==> src/rtl/sr_deser_if.sv <==
// Bus bundle for sr_deser: serial bit input side and buffered word output side.
interface sr_deser_if;
    logic       serial_in;
    logic       bit_valid;
    logic       resync;
    logic       word_ready;
    logic [9:0] word_out;
    logic       is_comma;
    logic       word_valid;
    logic       locked;
    logic       align_err;
    logic       overflow;
    logic [2:0] fifo_count;

    // Producer of serial bits and consumer of words
    modport master (
        output serial_in, bit_valid, resync, word_ready,
        input  word_out, is_comma, word_valid, locked, align_err, overflow, fifo_count
    );

    // The deserializer itself
    modport slave (
        input  serial_in, bit_valid, resync, word_ready,
        output word_out, is_comma, word_valid, locked, align_err, overflow, fifo_count
    );
endinterface

==> src/rtl/sr_deser.sv <==
// Serial-to-10-bit deserializer with comma alignment (HUNT/SYNC) and a small
// output word FIFO. Words are MSB-first; first received bit lands in word_out[9].
module sr_deser #(
    parameter logic [9:0]  COMMA_P    = 10'b0011111010,
    parameter logic [9:0]  COMMA_N    = 10'b1100000101,
    parameter int unsigned FIFO_DEPTH = 4
) (
    input logic       clk,
    input logic       n_rst,
    sr_deser_if.slave bus
);
    localparam int unsigned AW = $clog2(FIFO_DEPTH);
    localparam int unsigned CW = AW + 1;
    localparam logic [CW-1:0] FULL_CNT = CW'(FIFO_DEPTH);

    localparam logic [0:0] HUNT = 1'b0;
    localparam logic [0:0] SYNC = 1'b1;

    logic [0:0]    state;
    // Only the nine most recent bits are kept; the tenth bit of every
    // candidate word is the incoming serial_in itself.
    logic [8:0]    sr;
    logic [3:0]    bit_cnt;
    logic [9:0]    cand;
    logic          match;
    logic          accept;
    logic          push;
    logic          push_comma;
    logic          realign;
    logic          align_err_q;

    logic [10:0]   mem [FIFO_DEPTH];
    logic [AW-1:0] wr_ptr;
    logic [AW-1:0] rd_ptr;
    logic [CW-1:0] count;
    logic          overflow_q;
    logic          empty;
    logic          full;
    logic          pop;
    logic          do_push;
    logic          drop;
    logic [10:0]   head;

    // Candidate word, comma detection and push decision for the current bit
    always_comb begin
        accept     = bus.bit_valid && !bus.resync;
        cand       = {sr, bus.serial_in};
        match      = (cand == COMMA_P) || (cand == COMMA_N);
        push       = 1'b0;
        push_comma = 1'b0;
        realign    = 1'b0;
        if (accept) begin
            if (state == HUNT) begin
                if (match) begin
                    push       = 1'b1;
                    push_comma = 1'b1;
                end
            end else if (bit_cnt == 4'd9) begin
                push       = 1'b1;
                push_comma = match;
            end else if (match) begin
                push       = 1'b1;
                push_comma = 1'b1;
                realign    = 1'b1;
            end
        end
    end

    // Alignment state machine, shift register and bit counter
    always_ff @(posedge clk) begin
        if (n_rst) begin
            state       <= HUNT;
            sr          <= '0;
            bit_cnt     <= '0;
            align_err_q <= 1'b0;
        end else begin
            align_err_q <= realign;
            if (bus.resync) begin
                state   <= HUNT;
                sr      <= '0;
                bit_cnt <= '0;
            end else if (bus.bit_valid) begin
                sr <= cand[8:0];
                if (state == HUNT) begin
                    if (match) begin
                        state   <= SYNC;
                        bit_cnt <= '0;
                    end
                end else if (push) begin
                    bit_cnt <= '0;
                end else begin
                    bit_cnt <= bit_cnt + 4'd1;
                end
            end
        end
    end

    // FIFO control: a pop frees a slot in the same cycle, so push-while-full
    // only drops when the head is not being consumed.
    always_comb begin
        empty   = (count == '0);
        full    = (count == FULL_CNT);
        pop     = !empty && bus.word_ready;
        do_push = push && (!full || pop);
        drop    = push && full && !pop;
        head    = mem[rd_ptr];
    end

    // FIFO storage, no reset needed since the output is gated by empty
    always_ff @(posedge clk) begin
        if (do_push) begin
            mem[wr_ptr] <= {push_comma, cand};
        end
    end

    // FIFO pointers, occupancy and overflow pulse
    always_ff @(posedge clk) begin
        if (n_rst) begin
            wr_ptr     <= '0;
            rd_ptr     <= '0;
            count      <= '0;
            overflow_q <= 1'b0;
        end else begin
            overflow_q <= drop;
            if (do_push) begin
                wr_ptr <= wr_ptr + AW'(1);
            end
            if (pop) begin
                rd_ptr <= rd_ptr + AW'(1);
            end
            case ({do_push, pop})
                2'b10:   count <= count + CW'(1);
                2'b01:   count <= count - CW'(1);
                default: ;
            endcase
        end
    end

    assign bus.word_out   = empty ? '0 : head[9:0];
    assign bus.is_comma   = !empty && head[10];
    assign bus.word_valid = !empty;
    assign bus.locked     = (state == SYNC);
    assign bus.align_err  = align_err_q;
    assign bus.overflow   = overflow_q;
    assign bus.fifo_count = 3'(count);
endmodule

==> src/flat_wrapper.sv <==
// flat-port wrapper written by rule: the top's interface ports become plain ports
module sr_deser_flat 
#(
    parameter logic [9:0]  COMMA_P    = 10'b0011111010,
    parameter logic [9:0]  COMMA_N    = 10'b1100000101,
    parameter int unsigned FIFO_DEPTH = 4
)
  (clk, n_rst, bus_serial_in, bus_bit_valid, bus_resync, bus_word_ready, bus_word_out, bus_is_comma, bus_word_valid, bus_locked, bus_align_err, bus_overflow, bus_fifo_count);
  sr_deser_if bus_i ();
  input logic clk;
  input logic n_rst;
  input wire logic [$bits(bus_i.serial_in)-1:0] bus_serial_in;
  input wire logic [$bits(bus_i.bit_valid)-1:0] bus_bit_valid;
  input wire logic [$bits(bus_i.resync)-1:0] bus_resync;
  input wire logic [$bits(bus_i.word_ready)-1:0] bus_word_ready;
  output wire logic [$bits(bus_i.word_out)-1:0] bus_word_out;
  output wire logic [$bits(bus_i.is_comma)-1:0] bus_is_comma;
  output wire logic [$bits(bus_i.word_valid)-1:0] bus_word_valid;
  output wire logic [$bits(bus_i.locked)-1:0] bus_locked;
  output wire logic [$bits(bus_i.align_err)-1:0] bus_align_err;
  output wire logic [$bits(bus_i.overflow)-1:0] bus_overflow;
  output wire logic [$bits(bus_i.fifo_count)-1:0] bus_fifo_count;
  assign bus_i.serial_in = bus_serial_in;
  assign bus_i.bit_valid = bus_bit_valid;
  assign bus_i.resync = bus_resync;
  assign bus_i.word_ready = bus_word_ready;
  assign bus_word_out = bus_i.word_out;
  assign bus_is_comma = bus_i.is_comma;
  assign bus_word_valid = bus_i.word_valid;
  assign bus_locked = bus_i.locked;
  assign bus_align_err = bus_i.align_err;
  assign bus_overflow = bus_i.overflow;
  assign bus_fifo_count = bus_i.fifo_count;
  sr_deser #(.COMMA_P(COMMA_P), .COMMA_N(COMMA_N), .FIFO_DEPTH(FIFO_DEPTH)) u_core (.clk(clk), .n_rst(n_rst), .bus(bus_i));
endmodule
==> config.mk <==
export PLATFORM = sky130hd
export DESIGN_NAME = sr_deser_flat
export DESIGN_NICKNAME = d
export VERILOG_FILES = /design/src/rtl/sr_deser_if.sv /design/src/rtl/sr_deser.sv /design/src/flat_wrapper.sv
export SDC_FILE = /design/constraint.sdc
export NUM_CORES = 1
export LEC_CHECK = 0
export CELL_PAD_IN_SITES_DETAIL_PLACEMENT = 0
export CELL_PAD_IN_SITES_GLOBAL_PLACEMENT = 1
export CORE_AREA = 5 5 81 83
export CTS_BUF_LIST = sky130_fd_sc_hd__clkbuf_16
export CTS_CLUSTER_SIZE = 10
export DETAILED_ROUTE_END_ITERATION = 6
export DIE_AREA = 0 0 86 88
export PLACE_DENSITY_LB_ADDON = 0.2
export SYNTH_ARGS = -nofsm -noshare
export SYNTH_HDL_FRONTEND = slang
export SYNTH_SLANG_ARGS = --single-unit
==> constraint.sdc <==
create_clock -name clk -period 6.8 [get_ports clk]
set_clock_uncertainty 0.05 [all_clocks]
set_input_delay 1.36 -clock clk [delete_from_list [all_inputs] [get_ports clk]]
set_output_delay 1.36 -clock clk [all_outputs]
set_load 0.005 [all_outputs]
## Word level (Yosys, flattened, before mapping)

Memory sizes are Yosys's and may differ from the RTL's. A register that Yosys moved wholly into a read port is not among the register bits.
Index checks and enable logic that the tools add are counted.

- Bits in registers: 23
- Bits in writable memories: 44
- Bits of input ports: 6
- Output and inout port bits: 18
- Logic and storage cells: 57
- Memories: 1

Memory list:

| name | depth | bits a word | read ports | clocked after memory_dff | write ports | RTL line | text |
|---|---|---|---|---|---|---|---|
| u_core.mem | 4 | 11 | 1 | 1 | 1 | sr_deser.sv:32 | `logic [10:0] mem [FIFO_DEPTH];` |

- Add/subtract/negate cells: 5
- Equality and inequality tests: 6
- Mux-type cells: 17
- Bitwise operators: 2
- Reductions and logical operators: 18

Operator list:

| cell | number |
|---|---|
| $mux 4 | 3 |
| $eq 10x10->1 const B | 1 |
| $eq 10x8->1 const B | 1 |
| $mux 1 | 10 |
| $mux 10 | 1 |
| $logic_and 1x1->1 | 6 |
| $pmux 3 s2 | 1 |
| $add 2x1->2 const B | 2 |
| $add 4x1->4 const B | 1 |
| $eq 4x4->1 const B | 1 |
| $logic_not 1->1 | 4 |
| $mux 2 | 2 |
| $reduce_bool 2->1 | 2 |
| $reduce_or 4->1 | 1 |
| $add 3x1->3 const B | 1 |
| $eq 3x3->1 const B | 1 |
| $logic_not 3->1 | 1 |
| $sub 3x1->3 const B | 1 |
| $eq 2x1->1 const B | 1 |
| $eq 2x2->1 const B | 1 |
| $logic_or 1x1->1 | 2 |
| $not 1->1 | 2 |
| $reduce_and 2->1 | 1 |
| $reduce_or 2->1 | 1 |

## Logic depth before layout (Yosys ltp)

- Depth in word-level cells: 9
- Gate-level depth with buffers: 12
- Mapped depth without buffers: 12

## Worst setup path after synthesis

No wires, ideal clock.

- Kind: input port to flip-flop
- Start point: input port bus_word_ready
- End point: register u_core.count[2] (netlist: u_core.bus.fifo_count[2])
- Library setup time: 0.070 ns
- Arrival time: 3.402 ns
- Required time: 6.680 ns
- Setup slack: 3.277 ns
- Stages: 10
- Path buffers: 0
- Cell sequence: or4b_2 > nand3b_1 > a31oi_4 > inv_1 > ha_1 > inv_1 > fa_1 > xor2_1 > or3_1 > a21oi_1

- Word-level cells in the longest chain between the ends: 5
- Elaborated cells between the ends (all ways): 7
- Classes of those cells: eq/ne (2); mux (1); reduce/logical (4)

RTL lines:

| what | RTL line | text |
|---|---|---|
| start, declared | flat_wrapper.sv:15 | `input wire logic [$bits(bus_i.word_ready)-1:0] bus_word_ready;` |
| $logic_and 1x1->1 (*) | sr_deser.sv:103 | `pop = !empty && bus.word_ready;` |
| $logic_or 1x1->1 | sr_deser.sv:104 | `do_push = push && (!full \|\| pop);` |
| $logic_and 1x1->1 | sr_deser.sv:104 |  |
| $eq 2x1->1 or $eq 2x2->1 (tied branches) | sr_deser.sv:131 | `case ({do_push, pop})` |
| $pmux 3 s2 or $reduce_bool 2->1 (tied branches) | - |  |
| end signal, assigned | sr_deser.sv:132 | `2'b10: count <= count + CW'(1);` |
| end signal, assigned | sr_deser.sv:133 | `2'b01: count <= count - CW'(1);` |
| end, declared | sr_deser.sv:35 | `logic [CW-1:0] count;` |

Mark *: on every way between the ends. The rest lies on a longest branch, timed or not.
A chain may end at the register's enable or synchronous reset.

## Final worst setup path

- Start point: input port bus_serial_in
- End point: register u_core.count[2] (netlist: u_core.bus.fifo_count[2])

- Word-level cells in the longest chain between the ends: 9
- Elaborated cells between the ends (all ways): 12
- Classes of those cells: eq/ne (4); mux (5); reduce/logical (3)

RTL lines:

| what | RTL line | text |
|---|---|---|
| start, declared | flat_wrapper.sv:12 | `input wire logic [$bits(bus_i.serial_in)-1:0] bus_serial_in;` |
| $eq 10x8->1 or $eq 10x10->1 (tied branches) | sr_deser.sv:48 | `match = (cand == COMMA_P) \|\| (cand == COMMA_N);` |
| $logic_or 1x1->1 (*) | sr_deser.sv:48 |  |
| $mux 1 (*) | sr_deser.sv:54, sr_deser.sv:61 |  |
| $mux 1 | sr_deser.sv:58 | `end else if (bit_cnt == 4'd9) begin` |
| $mux 1 (*) | sr_deser.sv:53 | `if (state == HUNT) begin` |
| $mux 1 (*) | sr_deser.sv:52 | `if (accept) begin` |
| $logic_and 1x1->1 (*) | sr_deser.sv:104 |  |
| $eq 2x1->1 or $eq 2x2->1 (tied branches) | sr_deser.sv:131 |  |
| $pmux 3 s2 or $reduce_bool 2->1 (tied branches) | - |  |

Marked as above.

==> flow_metrics.py <==
metrics = {
    "logic_synthesis": {
        "yosysMostFrequentCell": "edfxtp_1",
        "async_reset_ff_frac": 0,
        "syn_avg_cell_area_sq_um": 14.7,
        "synth-edff-count": 44,
        "synth_cell_types": 38,
        "yosysWarnings": 0,
        "ys_seq_elements": 69,
        "yosys.area.top_type_share": 0.465,
        "yosysSeqAreaShare": 0.641,
        "synthCells": 193,
        "netlist_area_sq_um": 2840,
        "synth_area_leaders": "edfxtp_1 (46%), dfxtp_1 (18%), mux4_2 (8.7%)",
        "synth_ff_type": "edfxtp_1",
        "synth_nets": 207,
        "yosys.area.top_type": "edfxtp_1",
        "synthTopCellsByCount": "edfxtp_1 (44), dfxtp_1 (25), nor2_1 (21)",
    },
    "sta": {
        "worstMarginPinSlew_ns": 0.755,
        "rsz0062_at_grt": "no",
        "setup_slack_ns": 2.84,
        "slew_viol_final": 0,
        "setup_tns_ns": 0,
        "hold_viol": 0,
        "fin_crit_ns": 3.96,
        "clock.fmax_ghz": 0.253,
        "fin_crit_sh": 0.582,
        "setup_viol": 0,
        "worst_slew_margin_rel": 0.496,
        "hold_ws_ns": 0.465,
    },
    "clock_network": {
        "worstSkewPairLatency_ns": 0.32,
        "clk_pin_slew_ns": 0.05,
        "htreeDepth": 3,
        "cts_buffers": 9,
        "cts_setup_buffers": 0,
        "ctsHoldBuffers": 0,
        "cts_resized": 0,
        "cts_tree": "built",
        "cts-root-buf": "clkbuf_16",
        "cts_sinks": 69,
        "clockBufferDepth": 2,
    },
    "floorplan": {
        "die_h_um": 88,
        "ios": 24,
        "fp.dieW_um": 86,
        "die_area_sq_um": 7570,
        "row_count": 28,
        "design.core.area_sq_um": 5780,
        "initial_core_util": 0.492,
    },
    "placement": {
        "place_congestion": 0.830,
        "dpl_cell_area_sq_um": 3130,
        "dp_hpwl_um": 3450,
        "dp_slack_ns": 2.54,
        "port_buffers": 23,
        "dp.cells": 283,
    },
    "final_layout": {
        "fillers": 460,
        "fin_area_sq_um": 3440,
        "finalNetCount": 233,
        "drive_gt1_frac": 0.138,
        "fin_cells": 299,
        "antenna_cells": 0,
        "area_growth_pct": 21.1,
    },
    "power": {
        "max-vdd-ir-drop_v": 0.000164,
        "seqPwrFrac": 0.471,
        "p_sw_frac": 0.185,
        "powerDensity_nw_per_um2": 273,
        "pwr-share-clk": 0.517,
        "internal_power_uw": 765,
        "leakage_nw": 1.17,
        "pwr-share-comb": 0.012,
        "p_sw_uw": 174,
    },
    "detailed_routing": {
        "drt_iter0_markers": 86,
        "dr.pass1.iters": 5,
        "vias_per_cell": 5.38,
        "drc": 0,
        "antenna_left": 0,
        "vias": 1609,
        "avgRoutedWirePerCell_um": 17.3,
        "drt-total-wl_um": 5160,
    },
    "worst_setup_path": {
        "worstSetupPathType": "in2reg",
        "reg2reg_from": "u_core.sr[5]",
        "cp-start-kind": "input port",
        "critPathArrivalTime_ns": 4.15,
        "crit_path_max_fanout": 7,
        "worstSetupEndpointType": "register",
        "worstPathRequired_ns": 7.00,
        "worstReg2RegEnd": "u_core.bus.fifo_count[2]",
        "reg2reg_slack_ns": 3.77,
        "reg2regPathDepth": 10,
    },
    "global_route": {
        "gr-usage-all-layers": 0.157,
        "grt_pass1_wl_um": 8620,
        "grt_max_degree": 16,
        "antenna_found_initial": 0,
        "overflow": 0,
        "grt_pass1_vias": 1678,
    },
    "worst_hold_path": {
        "worstHoldStart": "u_core.bus.locked",
        "min_delay_path_depth": 1,
        "hp-class": "reg2reg",
        "holdPathEnd": "u_core.bus.align_err",
    },
    "status": {
        "outcome": "finished clean",
    },
    "run": {
        "max_cap_viol_count": 0,
    },
}
-- final cells by class --
type / instances / area, sq um / share of cell area
multi-input combinational: 107 / 948 / 0.275
sequential: 69 / 1820 / 0.529
tap: 75 / 93.8 / 0.0273
timing repair buffer: 23 / 230 / 0.0669
inverter: 9 / 33.8 / 0.00981
clock buffer: 9 / 225 / 0.0654
clock inverter: 7 / 90.1 / 0.0262
-- per-layer routing --
metal	up-vias	wire length (um)	track usage
met5	-	0	0
met4	0	93	0.0734
met3	9	194	0.0433
met2	39	2560	0.258
met1	806	2310	0.192
li1	755	-	-
-- state kept, by name (all words and copies together) (netlist names), named ones only --
name,count
u_core.bit_cnt,4
u_core.bus.align_err,1
u_core.bus.fifo_count,3
u_core.bus.locked,1
u_core.bus.overflow,1
u_core.mem,44
u_core.rd_ptr,2
u_core.sr,9
u_core.wr_ptr,2
-- placed cells by master, fill, tap and decap left out, drive strengths merged, types with 4 or more instances in the layout --
master,netlist,routed
a31oi,4,4
and2,16,16
clkbuf,5,9
clkdlybuf4s50,0,23
clkinv,0,4
dfxtp,25,25
edfxtp,44,44
ha,7,7
inv,9,9
mux2i,11,11
mux4,11,11
nand2,4,4
nor2,21,21
xnor2,5,5
-- worst max-delay path, stage by stage --
cell	delay (ns)
clkdlybuf4s50_1	0.62
nand4b_1	0.13
or4_1	0.67
a31oi_4	0.28
inv_1	0.08
ha_1	0.22
inv_1	0.07
fa_1	0.18
xor2_1	0.07
or3_1	0.30
a21oi_1	0.16
-- how the worst max path moves through the flow --
stage                     cells past startpoint  slack, ns           start                        to
after floorplan                              10       3.28  bus_word_ready  u_core.bus.fifo_count[2]
after global placement                       11       2.68   bus_serial_in  u_core.bus.fifo_count[2]
after detailed placement                     11       2.54   bus_serial_in  u_core.bus.fifo_count[2]
after CTS                                    11       2.85   bus_serial_in  u_core.bus.fifo_count[2]
after global routing                         11       2.59   bus_serial_in  u_core.bus.fifo_count[2]
final                                        11       2.84   bus_serial_in  u_core.bus.fifo_count[2]
-- per-stage QoR --
| step | util | power (mW) |
|---|---|---|
| final | 0.596 | 0.938 |
| after global routing | 0.596 | 0.969 |
| after CTS | 0.596 | 0.948 |
| after detailed placement | 0.541 | 0.462 |
| after global placement | 0.541 | 0.461 |
| after floorplan | - | 0.457 |
-- power groups by stage --
stage	clock, mW	sequential [mW]	combinational (mW)
detailed placement	0	0.451	0.0110
floorplan	0	0.450	0.00629
global route	0.515	0.442	0.0120
global placement	0	0.451	0.0105
CTS	0.495	0.442	0.0111
finish	0.486	0.442	0.0111
-- cells by family after synthesis --
logic type                 share of synthesized area
AOI/OAI and AO/OA                             0.0326
xor gates and xnor gates                      0.0246
adders and majority gates                     0.0379
buffers and inverters                         0.0255
DFF                                            0.641
muxes                                          0.126
and+or+nand+nor                                0.113
Power figures use the tool's default switching activity.
